## src/rtl/flag_pkg.sv

```systemverilog
// Shared types for the ALU flag consumer: branch kinds, LEGv8 condition
// codes and the architectural {N,Z,C,V} flag bundle.
package flag_pkg;

   typedef enum logic [1:0] {
      BR_NONE = 2'd0,
      BR_COND = 2'd1,
      BR_CBZ  = 2'd2,
      BR_CBNZ = 2'd3
   } br_type_t;

   typedef enum logic [3:0] {
      COND_EQ = 4'd0,
      COND_NE = 4'd1,
      COND_HS = 4'd2,
      COND_LO = 4'd3,
      COND_MI = 4'd4,
      COND_PL = 4'd5,
      COND_VS = 4'd6,
      COND_VC = 4'd7,
      COND_HI = 4'd8,
      COND_LS = 4'd9,
      COND_GE = 4'd10,
      COND_LT = 4'd11,
      COND_GT = 4'd12,
      COND_LE = 4'd13,
      COND_AL = 4'd14,
      COND_NV = 4'd15
   } cond_t;

   // Bit order matches the external view {N,Z,C,V}.
   typedef struct packed {
      logic n;
      logic z;
      logic c;
      logic v;
   } flags_t;

   localparam flags_t FLAG_RESET = '0;

endpackage

```

## src/rtl/cond_eval.sv

```systemverilog
// Pure combinational LEGv8 condition evaluator. C=1 after a subtract means
// "no borrow", so HS/LO/HI/LS follow the A+~B+1 carry convention.
module cond_eval
   import flag_pkg::*;
(
   input  flags_t flags,
   input  cond_t  cond,
   output logic   taken
);

   // Decode the condition code against the supplied flags.
   always_comb begin
      taken = 1'b1;
      case (cond)
         COND_EQ: taken = flags.z;
         COND_NE: taken = !flags.z;
         COND_HS: taken = flags.c;
         COND_LO: taken = !flags.c;
         COND_MI: taken = flags.n;
         COND_PL: taken = !flags.n;
         COND_VS: taken = flags.v;
         COND_VC: taken = !flags.v;
         COND_HI: taken = flags.c && !flags.z;
         COND_LS: taken = !flags.c || flags.z;
         COND_GE: taken = (flags.n == flags.v);
         COND_LT: taken = (flags.n != flags.v);
         COND_GT: taken = !flags.z && (flags.n == flags.v);
         COND_LE: taken = flags.z || (flags.n != flags.v);
         default: taken = 1'b1;
      endcase
   end

endmodule

```

## src/rtl/flag_unit.sv

```systemverilog
// Architectural flag register with EX->ID bypass and registered branch
// decision for the PC-select logic. Define BR_STATS_EN to add saturating
// branch / taken-branch counters (stat_branches, stat_taken).
module flag_unit
   import flag_pkg::*;
#(
   parameter int COND_W = 4,
   parameter int STAT_W = 32
) (
   input  logic              clk,
   input  logic              reset,
   input  logic              ex_valid,
   input  logic              ex_set_flags,
   input  logic              ex_negative,
   input  logic              ex_zero,
   input  logic              ex_overflow,
   input  logic              ex_carry_out,
   input  logic              id_valid,
   input  logic [1:0]        id_br_type,
   input  logic [COND_W-1:0] id_cond,
   input  logic              id_rt_zero,
   input  logic              stall,
   input  logic              flush,
`ifdef BR_STATS_EN
   output logic [STAT_W-1:0] stat_branches,
   output logic [STAT_W-1:0] stat_taken,
`endif
   output logic [3:0]        flags_q,
   output logic              br_valid,
   output logic              br_taken
);

   flags_t   flags_reg;
   flags_t   alu_flags;
   flags_t   eff_flags;
   logic     flag_wr;
   logic     cond_taken;
   logic     br_valid_d;
   logic     take_d;
   logic     advance;
   logic     br_valid_reg;
   logic     br_taken_reg;
   br_type_t id_type;

   assign alu_flags = '{n: ex_negative, z: ex_zero, c: ex_carry_out, v: ex_overflow};
   assign flag_wr   = ex_valid && ex_set_flags;
   // A flag setter in EX is visible to the branch in ID in the same cycle.
   assign eff_flags = flag_wr ? alu_flags : flags_reg;
   assign id_type   = br_type_t'(id_br_type);
   assign advance   = !flush && !stall;

   cond_eval u_cond_eval (
      .flags (eff_flags),
      .cond  (cond_t'(id_cond)),
      .taken (cond_taken)
   );

   // Architectural flags: written by any valid flag-setting EX instruction,
   // regardless of stall/flush (stalls already bubble EX upstream).
   always_ff @(posedge clk) begin
      if (reset) begin
         flags_reg <= FLAG_RESET;
      end else if (flag_wr) begin
         flags_reg <= alu_flags;
      end
   end

   // Branch decision for the instruction in ID; CBZ/CBNZ ignore flags.
   always_comb begin
      br_valid_d = id_valid && (id_type != BR_NONE);
      take_d     = 1'b0;
      case (id_type)
         BR_COND: take_d = cond_taken;
         BR_CBZ:  take_d = id_rt_zero;
         BR_CBNZ: take_d = !id_rt_zero;
         default: take_d = 1'b0;
      endcase
   end

   // ID/EX branch register: flush squashes, stall holds, otherwise advance.
   always_ff @(posedge clk) begin
      if (reset) begin
         br_valid_reg <= 1'b0;
         br_taken_reg <= 1'b0;
      end else if (flush) begin
         br_valid_reg <= 1'b0;
         br_taken_reg <= 1'b0;
      end else if (!stall) begin
         br_valid_reg <= br_valid_d;
         br_taken_reg <= br_valid_d && take_d;
      end
   end

   assign flags_q  = flags_reg;
   assign br_valid = br_valid_reg;
   assign br_taken = br_taken_reg;

`ifdef BR_STATS_EN
   logic [1:0] stat_inc;
   assign stat_inc[0] = br_valid_d;
   assign stat_inc[1] = br_valid_d && take_d;

   for (genvar gi = 0; gi < 2; gi++) begin : g_stat
      logic [STAT_W-1:0] cnt_reg;
      // Saturating event counter, bumped only on an advancing cycle.
      always_ff @(posedge clk) begin
         if (reset) begin
            cnt_reg <= '0;
         end else if (advance && stat_inc[gi] && (cnt_reg != {STAT_W{1'b1}})) begin
            cnt_reg <= cnt_reg + 1'b1;
         end
      end
   end

   assign stat_branches = g_stat[0].cnt_reg;
   assign stat_taken    = g_stat[1].cnt_reg;
`else
   localparam int unused_stat_w = STAT_W;
   logic unused_advance;
   assign unused_advance = advance;
`endif

endmodule

```

## config.mk

```make
export PLATFORM = sky130hd
export DESIGN_NAME = flag_unit
export DESIGN_NICKNAME = d
export VERILOG_FILES = /design/src/rtl/flag_pkg.sv /design/src/rtl/cond_eval.sv /design/src/rtl/flag_unit.sv
export SDC_FILE = /design/constraint.sdc
export NUM_CORES = 1
export LEC_CHECK = 0
export CAP_MARGIN = 20
export CORE_MARGIN = 10
export CORE_UTILIZATION = 33
export DETAILED_ROUTE_END_ITERATION = 12
export PLACE_DENSITY = 0.83
export SYNTH_ARGS = -nofsm -noshare
export SYNTH_HDL_FRONTEND = slang
export SYNTH_HIERARCHICAL = 1
export SYNTH_SLANG_ARGS = --single-unit
```

## constraint.sdc

```tcl
create_clock -name clk -period 1.9 [get_ports clk]
set_clock_uncertainty 0.05 [all_clocks]
set_input_delay 0.285 -clock clk [delete_from_list [all_inputs] [get_ports clk]]
set_output_delay 0.285 -clock clk [all_outputs]
set_load 0.02 [all_outputs]
```

==> metrics.md <==
| Metric | Value |
|---|---|
| Grt ovf | `0` |
| LEAKAGE | `0.3600 nW` |
| Total core area | `0.001301 mm^2` |
| FF+latch count, synth | `6` |
| CP Data Arrival Time | `1890 ps` |
| DRT iter0 DRCs | `5` |
| Die area | `0.003260 mm^2` |
| Largest net degree at the start of global routing | `7` |
| First-pass GRT wire length | `2325 um` |
| Total power | `0.4008 mW` |
| Most frequent cells in the layout | `clkdlybuf4s50_1, buf_4, nor2b_1, dfxtp_1` |
| Routed Wire Length | `1383 um` |
| Final setup TNS | `0 ps` |
| Worst-skew pair later-pin latency | `240 ps` |
| Overall die width | `57.10 um` |
| Cts bufs inserted | `3` |
| Initial core utilization | `34.90%` |
| Multi-input gate area | `356.6 um^2` |
| Fraction of layout cells with a size suffix above 1 | `30.12%` |
| Via count of the first global-routing pass | `542` |
| Final #Nets | `103` |
| Synth warnings | `6` |
| Root Driver | `clkbuf_4` |
| CTS tree | `yes` |
| Clock Path Buffers | `2` |
| RePlAce Congestion | `0.6569` |
| Yosys top cell by area | `dfxtp_1` |
| Cells after Synth | `50` |
| Via-to-Cell Ratio | `4.969` |
| VDD IR max | `0.0004181 V` |
| DR pass1 iterations | `4` |
| All-Layer GR Usage | `8.476%` |
| PortBufs | `23` |
| CP required | `1970 ps` |
| DR DRC count | `0` |
| Yosys top cell area share | `26.45%` |
| Row count | `13` |
| CP max-delay cell | `mux2_4` |
| Clk slew on worst S/H paths | `50 ps` |
| Drt wl/cell | `14.11 um` |
| Post-synthesis cell type count | `26` |
| Power Density | `499.7 mW/mm^2` |
| Status | `completed` |
| Worst-path maximum fanout | `4` |
| Fillers | `116` |
| Die height | `57.10 um` |
| DRT antenna net count | `0` |
| Post-route cell area | `802.0 um^2` |
| Max incr delay on CP | `330 ps` |
| Period utilization | `96.05%` |
| Slew @ Worst Pin | `274.5 ps` |
| Initial antenna violation count | `0` |
| Worst setup margin | `75.10 ps` |
| Max reg flops | `4` |
| Placed Area | `735.7 um^2` |
| Post-synthesis sequential area ratio | `26.45%` |
| RSZ-0062 raised after global routing | `no` |
| Final Hold Viols | `0` |
| Max_cap viols | `0` |
| Layout area overhead | `76.58%` |
| Tmin final | `1825 ps` |
| Routed via count | `487` |
| Clock sink total | `6` |
| Mapped Area | `454.2 um^2` |
| Hold-fix buffers, CTS | `0` |
| # IOs | `24` |
| Max Slew Vio Count | `0` |
| Final-report setup violation count | `0` |
| Avg Cell Area, Syn | `9.084 um^2` |
| Area contributors post-synth | `dfxtp_1, mux2_4, nor2b_1` |
| Hold WC Path Type | `flop to flop` |
| CP endpoint kind | `flop` |
| Storage cell area | `120.1 um^2` |
| Post-layout util | `61.63%` |
| Ant diodes | `0` |
| Setup WS pre-CTS | `-589.5 ps` |
| H-tree depth | `1` |
| Crit-path cells | `buf_2, nand2_4, mux2_4, and3b_1, a22oi_2, xnor2_1, a211o_1, nor2b_1, o211ai_1, nand3_1` |
| Critical path class | `input port to flop` |
| Startpoint Class | `input port` |
| Leading cell type in the layout, fill and taps excluded | `clkdlybuf4s50_1` |
| Post-Syn Nets | `68` |
| Rel. slew slack | `81.65%` |
| Max Freq | `548.0 MHz` |
| Dpl hpwl | `1077 um` |
-- kinds of logic after synthesis --
family,after synthesis,synth area share [%]
xor gates and xnor gates,4,7.713
DFF,6,26.45
muxes,5,15.43
and+or+nand+nor,22,31.13
AOI/OAI and AO/OA,11,17.36
buffers and inverters,2,1.927
-- critical path, delay by kind of cell --
family,cells,cell delay [ps]
simple gates,4,530
compound gates,3,480
mux,1,330
xor+xnor,1,150
buf+inv,1,110
-- final cells by class --
| class | instances | area share, % |
|---|---|---|
| multi-input cells | 42 | 44.46 |
| clock buffers | 3 | 2.808 |
| repair buffers | 31 | 34.95 |
| flip-flops and latches | 6 | 14.98 |
| inverters | 1 | 0.4680 |
| well taps | 15 | 2.340 |
-- routing by layer --
layer | global-route usage, % | vias up | part of all wire (%)
met3 | 4.425 | 0 | 7.5
met1 | 9.035 | 226 | 42
met5 | 0 | - | 0
met4 | 3.020 | 0 | 0
li1 | - | 249 | -
met2 | 13.95 | 12 | 50
-- through the flow --
| step | hold WS [ps] | cells |
|---|---|---|
| 4_1_cts | 458.0 | 98 |
| 6_report | 453.8 | 98 |
| 2_1_floorplan | 306.6 | 50 |
| 3_5_place_dp | 424.3 | 92 |
| 5_1_grt | 486.5 | 98 |
| 3_3_place_gp | 416.0 | 92 |
-- repair_timing --
item,4_1_cts,5_1_grt
hold endpoints to repair,0,0
resized for setup,17,2
endpoints found under the setup margin,1,1
setup buffers,3,0
pin swaps,10,0
-- power by group --
group | switching [mW] | total, mW | internal (mW)
clock | 0.0431 | 0.114 | 0.0713
sequential | 0.00266 | 0.134 | 0.131
combinational | 0.0606 | 0.152 | 0.0916
total | 0.106 | 0.401 | 0.294
-- Yosys cell counts --
cell and instances:
o211ai_1 1, o21ai_0 2, nor2_1 1, o22ai_1 1, nand2_1 3, mux2i_1 1, nand3_1 2, nor3b_1 2
a21o_2 1, buf_2 1, nor4b_2 1, inv_1 1, o32ai_1 1, nand2_2 1, a31oi_1 1, nand4b_1 1
a21oi_1 2, a22oi_2 1, a211o_1 1, dfxtp_1 6, nand2b_1 1, and3b_1 1, and2_1 1, xnor2_1 4
mux2_4 4, nor2b_1 8
-- worst paths after layout --
path	from	to	slack, ps	cells after the start
min	br_taken	br_taken	450	2
max	ex_set_flags	br_taken	80	10
max reg2reg	flags_q[2]	br_taken	80	8
min reg2reg	br_taken	br_taken	450	2
Note: power is estimated with default switching activity, not from simulation.
